**src/rtl/digit_serial_adder.sv**
```systemverilog
// Digit-serial adder/subtractor: DIGIT bits per clock, LSB digit first, valid/ready on both sides.
// Define DIGIT_SERIAL_ADDER_OVF_EN to add the signed-overflow output OVF.
module digit_serial_adder #(
    parameter int WIDTH = 16,
    parameter int DIGIT = 4
) (
    input  logic             CLK,
    input  logic             RST_N,
    input  logic             IN_VALID,
    output logic             IN_READY,
    input  logic [0:WIDTH-1] A,
    input  logic [0:WIDTH-1] B,
    input  logic             CIN,
    input  logic             SUB,
    output logic             OUT_VALID,
    input  logic             OUT_READY,
    output logic [0:WIDTH-1] SUM,
    output logic             COUT
`ifdef DIGIT_SERIAL_ADDER_OVF_EN
    ,
    output logic             OVF
`endif
);

    localparam int DSAFE = (DIGIT < 1) ? 1 : DIGIT;
    localparam int N     = WIDTH / DSAFE;
    localparam int CW    = (N > 1) ? $clog2(N) : 1;

    generate
        if ((DIGIT < 1) || (DIGIT > WIDTH) || ((WIDTH % DSAFE) != 0)) begin : g_bad_params
            $fatal(1, "digit_serial_adder: WIDTH must be a positive multiple of DIGIT");
        end
    endgenerate

    typedef enum logic [1:0] {IDLE, ADD, DONE} state_t;

    state_t            state_reg, state_next;
    logic [CW-1:0]     cnt_reg;
    logic              carry_reg;
    logic              cout_reg;
    logic              alive_reg;
    logic [WIDTH-1:0]  a_reg, b_reg;
    logic [WIDTH-1:0]  a_n, b_n, sum_n;
    logic [DIGIT-1:0]  a_dig [N];
    logic [DIGIT-1:0]  b_dig [N];
    logic [DIGIT-1:0]  sum_dig_reg [N];
    logic [DIGIT-1:0]  a_cur, b_cur;
    logic [DIGIT:0]    dsum;
    logic              last;
    logic              accept;

    // Ports use index 0 = MSB; internally everything is conventional [WIDTH-1:0].
    genvar gi;
    generate
        for (gi = 0; gi < WIDTH; gi++) begin : g_bits
            assign a_n[gi]           = A[WIDTH-1-gi];
            assign b_n[gi]           = B[WIDTH-1-gi];
            assign SUM[WIDTH-1-gi]   = sum_n[gi];
        end
        for (gi = 0; gi < N; gi++) begin : g_digits
            assign a_dig[gi]                 = a_reg[gi*DIGIT +: DIGIT];
            assign b_dig[gi]                 = b_reg[gi*DIGIT +: DIGIT];
            assign sum_n[gi*DIGIT +: DIGIT]  = sum_dig_reg[gi];

            always_ff @(posedge CLK) begin
                if (!RST_N) begin
                    sum_dig_reg[gi] <= '0;
                end else if (state_reg == ADD && cnt_reg == CW'(gi)) begin
                    sum_dig_reg[gi] <= dsum[DIGIT-1:0];
                end
            end
        end
    endgenerate

    always_comb begin
        a_cur = '0;
        b_cur = '0;
        for (int i = 0; i < N; i++) begin
            if (cnt_reg == CW'(i)) begin
                a_cur = a_dig[i];
                b_cur = b_dig[i];
            end
        end
        dsum = {1'b0, a_cur} + {1'b0, b_cur} + {{DIGIT{1'b0}}, carry_reg};
    end

    assign last = (cnt_reg == CW'(N - 1));

    always_comb begin
        state_next = state_reg;
        IN_READY   = 1'b0;
        OUT_VALID  = 1'b0;
        accept     = 1'b0;
        case (state_reg)
            IDLE: begin
                // alive_reg keeps IN_READY low until one edge after reset release
                IN_READY = alive_reg;
                accept   = alive_reg && IN_VALID;
                if (accept) state_next = ADD;
            end
            ADD: begin
                if (last) state_next = DONE;
            end
            DONE: begin
                OUT_VALID = 1'b1;
                if (OUT_READY) state_next = IDLE;
            end
            default: state_next = IDLE;
        endcase
    end

    always_ff @(posedge CLK) begin
        if (!RST_N) begin
            state_reg <= IDLE;
            cnt_reg   <= '0;
            carry_reg <= 1'b0;
            cout_reg  <= 1'b0;
            alive_reg <= 1'b0;
            a_reg     <= '0;
            b_reg     <= '0;
        end else begin
            alive_reg <= 1'b1;
            state_reg <= state_next;
            if (accept) begin
                a_reg     <= a_n;
                b_reg     <= SUB ? ~b_n : b_n;
                carry_reg <= SUB ? 1'b1 : CIN;
                cnt_reg   <= '0;
                cout_reg  <= 1'b0;
            end else if (state_reg == ADD) begin
                carry_reg <= dsum[DIGIT];
                if (last) cout_reg <= dsum[DIGIT];
                else      cnt_reg  <= cnt_reg + CW'(1);
            end
        end
    end

    assign COUT = cout_reg;

`ifdef DIGIT_SERIAL_ADDER_OVF_EN
    logic ovf_reg;
    logic carry_into_msb;

    // Recover the carry into the top bit from the sum bit and its two addend bits.
    assign carry_into_msb = dsum[DIGIT-1] ^ a_cur[DIGIT-1] ^ b_cur[DIGIT-1];

    always_ff @(posedge CLK) begin
        if (!RST_N) begin
            ovf_reg <= 1'b0;
        end else if (state_reg == ADD && last) begin
            ovf_reg <= carry_into_msb ^ dsum[DIGIT];
        end else if (state_reg == DONE && OUT_READY) begin
            ovf_reg <= 1'b0;
        end
    end

    assign OVF = ovf_reg;
`endif

endmodule

```
**config.mk**
```make
export PLATFORM = sky130hd
export DESIGN_NAME = digit_serial_adder
export DESIGN_NICKNAME = d
export VERILOG_FILES = /design/src/rtl/digit_serial_adder.sv
export SDC_FILE = /design/constraint.sdc
export NUM_CORES = 1
export LEC_CHECK = 0
export CAP_MARGIN = 20
export CORE_MARGIN = 2
export CORE_UTILIZATION = 55
export CTS_CLUSTER_SIZE = 28
export DETAILED_ROUTE_END_ITERATION = 8
export PLACE_DENSITY = 0.84
export SLEW_MARGIN = 15
export SYNTH_ARGS = -nofsm -noshare
export SYNTH_HDL_FRONTEND = slang
export SYNTH_SLANG_ARGS = --single-unit
```
**constraint.sdc**
```tcl
create_clock -name CLK -period 7.1 [get_ports CLK]
set_clock_uncertainty 0.15 [all_clocks]
set_input_delay 1.42 -clock CLK [delete_from_list [all_inputs] [get_ports CLK]]
set_output_delay 1.42 -clock CLK [all_outputs]
set_load 0.02 [all_outputs]
```
[Word level (Yosys, flattened, before mapping)]
Memories as Yosys holds them, arrays and structs flattened.
Cells that the tools add are included.
Word-level totals
  flip-flop bits (word level): 39
  bits in writable memories: 16
  input bits: 38
  output and inout bits: 19
  word-level logic and storage cells: 75
  memories kept: 1
Memories
  sum_dig_reg: depth 4, width 4, read ports 4, clocked after memory_dff 0, wr ports 4, line 46  | logic [DIGIT-1:0] sum_dig_reg [N];
Cells by class
  add/sub/neg operators: 3
  equality and inequality tests: 8
  multiplexer cells: 37
  bitwise operators: 7
  reductions and logical operators: 12
Operator list (number)
  4-bit 2-to-1 mux: 12
  1-bit 2-to-1 mux: 20
  16-bit 2-to-1 mux: 1
  16-bit NOT: 1
  2-bit equality test (second input constant): 3
  2-bit 2-to-1 mux: 3
  2-bit inequality test (second input constant): 3
  2-bit one-hot mux with 3 select lines: 1
  4-bit by 4-bit adder with 5-bit output: 1
  5-bit by 1-bit adder with 5-bit output: 1
  1-bit logical AND: 5
  2-bit by 1-bit equality test with 1-bit output (second input constant): 2
  2-bit zero test: 2
  1-bit OR: 4
  2-bit AND reduction: 2
  3-bit AND reduction: 1
  2-bit by 1-bit adder with 2-bit output (second input constant): 1
  1-bit NOT: 2
  2-bit nonzero test: 1
  2-bit OR reduction: 1

[Logic depth before layout (Yosys ltp)]
Gate-level depths: netlist of run 1.
  depth in word-level cells: 9
  mapped depth: 13
  mapped depth without buffers: 11

[Worst setup path after synthesis of run 1]
Ideal clock, no wire load.
  path type: register to register
  start point: register cnt_reg[1]
  end point: memory sum_dig_reg[3][2] (data pin)
  library setup time: 0.264 ns
  arrival time: 2.271 ns
  data required time: 6.686 ns
  path slack: 4.414 ns
  stages on the path, launching flop included: 13
  path buffers: 2
  clock period less this slack: 2.686 ns
  cell sequence: dfxtp_1 inv_1 ha_1 clkbuf_1 buf_2 a21oi_1 o21ai_0 a22oi_1 fa_1 inv_1 fa_1 xnor2_1 nor2_1
RTL lines
  start, declared: line 38  | logic [CW-1:0] cnt_reg;
  start signal, assigned: line 133  | else cnt_reg <= cnt_reg + CW'(1);
  end, declared: line 46

[Final worst setup path of run 1]
  start point: input IN_VALID
  end point: register carry_reg
On the way
  longest elaborated chain between the ends: 3
  elaborated cells between the ends (all ways): 4
  those cells by class: mux: 2; reduce/logical: 2
Ends and longest elaborated chain
  start, declared: line 9  | input logic IN_VALID,
  1-bit logical AND (*): line 98  | accept = alive_reg && IN_VALID;
  1-bit 2-to-1 mux (*): line 94  | case (state_reg)
  1-bit 2-to-1 mux / 2-bit nonzero test (equally long branches)
  end signal, assigned: line 127  | carry_reg <= SUB ? 1'b1 : CIN;
  end signal, assigned: line 131  | carry_reg <= dsum[DIGIT];
  end, declared: line 39  | logic carry_reg;
Every way passes the cells marked *; elsewhere a longest branch is shown, timed or not.
A chain may end at the register's enable or synchronous reset.

==> impl_metrics.tcl, run 1 <==
set metrics [dict create \
    status "finished, final reports clean" \
    clock.fmax_mhz 317 \
    io_buffers 56 \
    drv_slew 0 \
    grt_max_degree 48 \
    core_area_mm2 0.00472 \
    hold_slack_ns 0.318 \
    yosys_warnings 0 \
    setup_violations 0 \
    hp-class "flip-flop to flip-flop" \
    start_util 0.571 \
    syn_nets 342 \
    r2r_slack_ns 4.03 \
    rr_worst_depth 9 \
    post_cts_buffers 0 \
    vias 2068 \
    place_hpwl_um 3730 \
    crit_type "primary input to flip-flop" \
    cts.htree.levels 2 \
    fin_ws_ns 3.94 \
    grt_pass1_vias 1891 \
    power_density_mw_per_mm2 188 \
    clk_latency_ns 0.30 \
    die_h_um 74 \
    viasPerCell 5.11 \
    grt_util_all_layers 0.205 \
    drv_cap 0 \
    drtAntennaViolNets 0 \
    ir_drop_uv 106 \
    tightest_slew_ns 0.956 \
    power_uw 621 \
    cts_buffers 5 \
    required_ns 7.09 \
    async_reset_ff_frac 0 \
    drt-initial-drc-count 160 \
    hold_viol 0 \
    fin_cells 405 \
    synth.cell_area_mm2 0.00270 \
    startpoint_type "primary input" \
    synth_edf_count 16 \
    ctsResizeCount 0 \
    post_drt_wl_per_cell_um 12.6 \
    ioPinCount 57 \
    synth-main-ff-cell "dfxtp_1" \
    clk_pin_slew_ns 0.08 \
    gp_congestion 0.814 \
    crit_path_max_incr_delay_ns 0.75 \
    ys_top_cells_by_count "nand2_1 (70), dfxtp_1 (39), a21oi_1 (20)" \
    cts_tree "built" \
    rr_endpoint "sum_dig_reg[0][2]" \
    die_area_mm2 0.00548 \
    rsz0062_at_grt "no" \
    whs_path_depth 2 \
    r2r_start "cnt_reg[0]" \
    clockBufferDepth 2 \
    avgSynthCellArea_um2 9.14 \
    ys_ff_latch 55 \
    cts.sinks 55 \
    ys_types 33 \
    grt_overflow 0 \
    cts_root_buf "clkbuf_8" \
    fin_setup_tns_ns 0 \
    wl_um 5120 \
    syn_inst 295 \
    nets 384 \
    leakagePower_uw 0.00132 \
    slowest_stage "nand4bb_1" \
    slew_headroom 0.359 \
    dr.pass1.iters 4 \
    rows 25 \
    synth_seq_area_share 0.468 \
    cp_max_fo 23 \
    hold_path_end "a_reg[13]" \
    end_kind "flip-flop" \
    yosysMostFrequentCell "nand2_1" \
    crit_start "IN_VALID" \
    place_ws_ns 3.64 \
    postCtsHoldBufs 0 \
    fin_crit_sh 0.445 \
    dieWidth_um 74 \
    netlist.area_leader.share 0.290 \
    ys_top_cells_by_area "dfxtp_1 (29%), edfxtp_1 (18%), nand2_1 (9.7%), xnor2_1 (5.8%), a21boi_0 (4.7%)" \
    grt_pass1_wl_um 8560 \
    area_growth_syn_to_layout_pct 22.6 \
    arrival_ns 3.15 \
    antenna_found_initial 0 \
    route.detailed.drc 0 \
    crit_chain "clkdlybuf4s50_1, nand4bb_1, nand4b_1, o221ai_1" \
    n_antenna_cell 0 \
    dp.cells 397 \
    finalWorstPathRequiredPeriod_ns 3.16 \
    synth_top_area_cell "dfxtp_1" \
    min_from "a_reg[13]" \
    drive_gt1_frac 0.0207 \
]
[where the power goes]
part,switching [uW],internal [uW],leakage (uW),total (uW)
combinational,56.7,56.1,0.000794,113
sequential,8.05,339,0.000486,347
clock,90.8,70.3,0.0000395,161
total,156,466,0.00132,621
[cell type report]
| type | instances | area [um^2] |
|---|---|---|
| inverter | 14 | 52.6 |
| fill | 379 | 1420 |
| sequential | 55 | 1260 |
| tap | 67 | 83.8 |
| multi-input combinational | 204 | 1260 |
| clock buffer | 8 | 80.1 |
| timing repair buffer | 57 | 568 |
[how the worst max path moves through the flow]
stage / end / slack [ns] / depth (start not counted)
2_1_floorplan: sum_dig_reg[3][2] / 4.41 / 12
3_3_place_gp: carry_reg / 3.72 / 4
3_5_place_dp: carry_reg / 3.64 / 4
4_1_cts: carry_reg / 3.96 / 4
5_1_grt: sum_dig_reg[0][2] / 3.71 / 10
6_report: carry_reg / 3.94 / 4
[through the flow]
stage,cell area (um^2),utilization
after CTS,3300,0.700
after detailed placement,3220,0.683
after floorplan,2700,-
final,3300,0.700
after global routing,3300,0.700
after global placement,3220,0.683
[critical path: cells and delay by family]
family | cells | cell delay, ns
AO/OA/AOI/OAI | 1 | 0.14
buffers and inverters | 1 | 0.49
AND/OR/NAND/NOR | 2 | 1.09
[placed cells by master (no fill, tap or decap), types with 2 or more instances in the layout]
master / count
inv_1: 14
xnor2_1: 18
nor3b_1: 6
fa_1: 2
a21boi_0: 17
dfxtp_1: 39
clkdlybuf4s50_1: 56
nand2_1: 70
a22oi_1: 2
and3_1: 4
o211a_1: 12
a22o_1: 6
ha_1: 7
o21ai_0: 9
clkbuf_8: 5
clkbuf_1: 3
a21oi_1: 20
nand3_1: 5
nor2_1: 14
edfxtp_1: 16
[kinds of logic (layout without fill, tap and decap cells)]
kind of cell    Yosys count  count (layout)  share of synthesized area
fa+ha+maj                 9               9                     0.0474
simple gates            106             106                      0.175
mux                       1               1                    0.00371
buf+inv                  36              79                     0.0650
flops                    55              55                      0.468
xor+xnor                 18              18                     0.0585
compound gates           70              70                      0.183
[per-layer routing]
layer  up-vias  GRT usage  part of all wire
li1       1077          -                 -
met1       926      0.271              0.44
met2        58      0.341              0.50
met3         7     0.0407             0.050
met4         0     0.0606             0.011
met5         -          0                 0
Note: power is estimated with default switching activity, not from simulation.
==> run 2, diff against run 1 <==
--- a/config.mk
+++ b/config.mk
@@ -7,10 +7,10 @@
 export LEC_CHECK = 0
 export CAP_MARGIN = 20
 export CORE_MARGIN = 2
-export CORE_UTILIZATION = 55
+export CORE_UTILIZATION = 46
 export CTS_CLUSTER_SIZE = 28
 export DETAILED_ROUTE_END_ITERATION = 8
-export PLACE_DENSITY = 0.84
+export PLACE_DENSITY = 0.75
 export SLEW_MARGIN = 15
 export SYNTH_ARGS = -nofsm -noshare
 export SYNTH_HDL_FRONTEND = slang
==> constraint.sdc (replaced) <==
create_clock -name CLK -period 2.6 [get_ports CLK]
set_clock_uncertainty 0.15 [all_clocks]
set_input_delay 0.52 -clock CLK [delete_from_list [all_inputs] [get_ports CLK]]
set_output_delay 0.52 -clock CLK [all_outputs]
set_load 0.02 [all_outputs]
==> impl_metrics.tcl, run 2 (synthesis results as in run 1) <==
set metrics [dict create \
    status "finished, final reports clean" \
    multiInputGateArea_mm2 0.00139 \
    leakagePower_uw 0.00143 \
    cts.sinks 55 \
    clock.fmax_mhz 397 \
    antenna_found_initial 0 \
    nets 400 \
    ir_drop_uv 240 \
    swShare 0.258 \
    drtAntennaViolNets 0 \
    seq_power_share 0.543 \
    drive_gt1_frac 0.136 \
    dieWidth_um 80.5 \
    grt_pass1_vias 2013 \
    crit_path_max_incr_delay_ns 0.43 \
    route.detailed.drc 0 \
    die_h_um 80.5 \
    register_area_mm2 0.00127 \
    finalWorstPathRequiredPeriod_ns 2.52 \
    cts_buffers 5 \
    met2_usage 0.293 \
    io_buffers 56 \
    hp-class "flip-flop to flip-flop" \
    cp_max_fo 6 \
    drt-initial-drc-count 82 \
    slowest_stage "fa_2" \
    drv_slew 0 \
    wl_um 5420 \
    die_area_mm2 0.00649 \
    post-route-util 0.643 \
    clk_latency_ns 0.31 \
    rows 27 \
    dr.pass1.iters 4 \
    fin_setup_tns_ns 0 \
    gp_congestion 0.873 \
    final_common_cell "nand2_1" \
    busiest_layer "met2" \
    start_util 0.484 \
    grt_max_degree 35 \
    slew_headroom 0.504 \
    mostFrequentLayoutCells "nand2_1 (70), clkdlybuf4s50_1 (56), dfxtp_1 (37), a21boi_0 (17), xnor2_1 (17)" \
    area_growth_syn_to_layout_pct 33.0 \
    drv_cap 0 \
    placed_area_mm2 0.00336 \
    setup_violations 0 \
    r2r_slack_ns 0.08 \
    place_hpwl_um 4080 \
    cts_tree "built" \
    power_density_mw_per_mm2 489 \
    clockBufferDepth 2 \
    cts_root_buf "clkbuf_8" \
    tightest_slew_ns 0.743 \
    fin_cells 426 \
    p_int_uw 1300 \
    end_kind "flip-flop" \
    dp.cells 415 \
    grt_pass1_wl_um 9060 \
    clk_pin_slew_ns 0.09 \
    hold_viol 0 \
    required_ns 2.51 \
    combPwrFrac 0.201 \
    p_switching_uw 453 \
    crit_chain "buf_4, ha_1, a21oi_2, a22oi_2, fa_2, inv_1, fa_2, inv_1, nor2_1" \
    rsz0062_at_grt "yes" \
    grt_util_all_layers 0.180 \
    grt_overflow 0 \
    vias 2170 \
    cts.htree.levels 2 \
    met3_usage 0.0449 \
    post_drt_wl_per_cell_um 12.7 \
    crit_type "flip-flop to flip-flop" \
    pwr-share-clk 0.256 \
    ioPinCount 57 \
    fin_area_mm2 0.00358 \
    n_antenna_cell 0 \
    fillers 471 \
    viasPerCell 5.09 \
    arrival_ns 2.42 \
    grtUsageMet1 0.225 \
    startpoint_type "flip-flop" \
    fin_crit_sh 0.968 \
    core_area_mm2 0.00557 \
    power_uw 1750 \
]
==> run 2: cell types whose count changed in the layout (fill, tap and decap cells not counted), moves of 4 or more <==
| cell | before | now |
|---|---|---|
| buf_4 | 1 | 15 |
| a21oi_2 | 0 | 5 |
| ha_1 | 7 | 3 |
| ha_4 | 0 | 4 |
| a21oi_1 | 20 | 13 |
==> run 2: cell type report <==
class,count,share of cell area
multi-input combinational,204,0.387
clock inverter,2,0.00384
sequential,55,0.354
tap,72,0.0251
inverter,14,0.0147
clock buffer,6,0.0203
timing repair buffer,73,0.195
==> run 2: power groups by stage <==
| stage | Combinational [uW] | Sequential, uW | Clock (uW) |
|---|---|---|---|
| after CTS | 337 | 951 | 466 |
| after global routing | 388 | 956 | 503 |
| after floorplan | 194 | 980 | 0 |
| final | 352 | 951 | 449 |
| after detailed placement | 331 | 972 | 0 |
| after global placement | 325 | 970 | 0 |
==> run 2: worst paths after layout <==
path              startpoint                 to  cells after the start
setup / recovery  cnt_reg[1]  sum_dig_reg[3][1]                      9
hold / removal     a_reg[11]          a_reg[11]                      2
setup reg to reg  cnt_reg[1]  sum_dig_reg[3][1]                      9
hold reg to reg    a_reg[11]          a_reg[11]                      2
==> run 2: what timing repair did <==
| action | 4_1_cts | 5_1_grt |
|---|---|---|
| hold endpoints to repair | 0 | 0 |
| setup endpoints to repair | 6 | 14 |
| buffers inserted | 1 | 2 |
| gates resized for setup | 8 | 18 |
| pin swaps | 3 | 13 |
| hold buffers | 0 | 0 |
==> run 2: per-stage QoR <==
stage	hold WS, ns	worst slack [ns]
2_1_floorplan	0.293	0.0365
3_3_place_gp	0.306	0.109
3_5_place_dp	0.310	-0.0293
4_1_cts	0.323	0.0306
5_1_grt	0.350	-0.0319
6_report	0.320	0.0840
==> run 2: routing by layer <==
layer	vias up	wire, um	share of wire
met1	985	2380	0.44
met3	15	276	0.051
met2	61	2620	0.48
li1	1109	-	-
met4	0	147	0.027
met5	-	0	0
==> run 2: critical path, delay by kind of cell (launching register included) <==
| kind | cells | cell delay, ns |
|---|---|---|
| adders and majority gates | 3 | 1.10 |
| and+or+nand+nor | 1 | 0.06 |
| AOI/OAI and AO/OA | 2 | 0.23 |
| buffers and inverters | 3 | 0.36 |
| DFF | 1 | 0.36 |
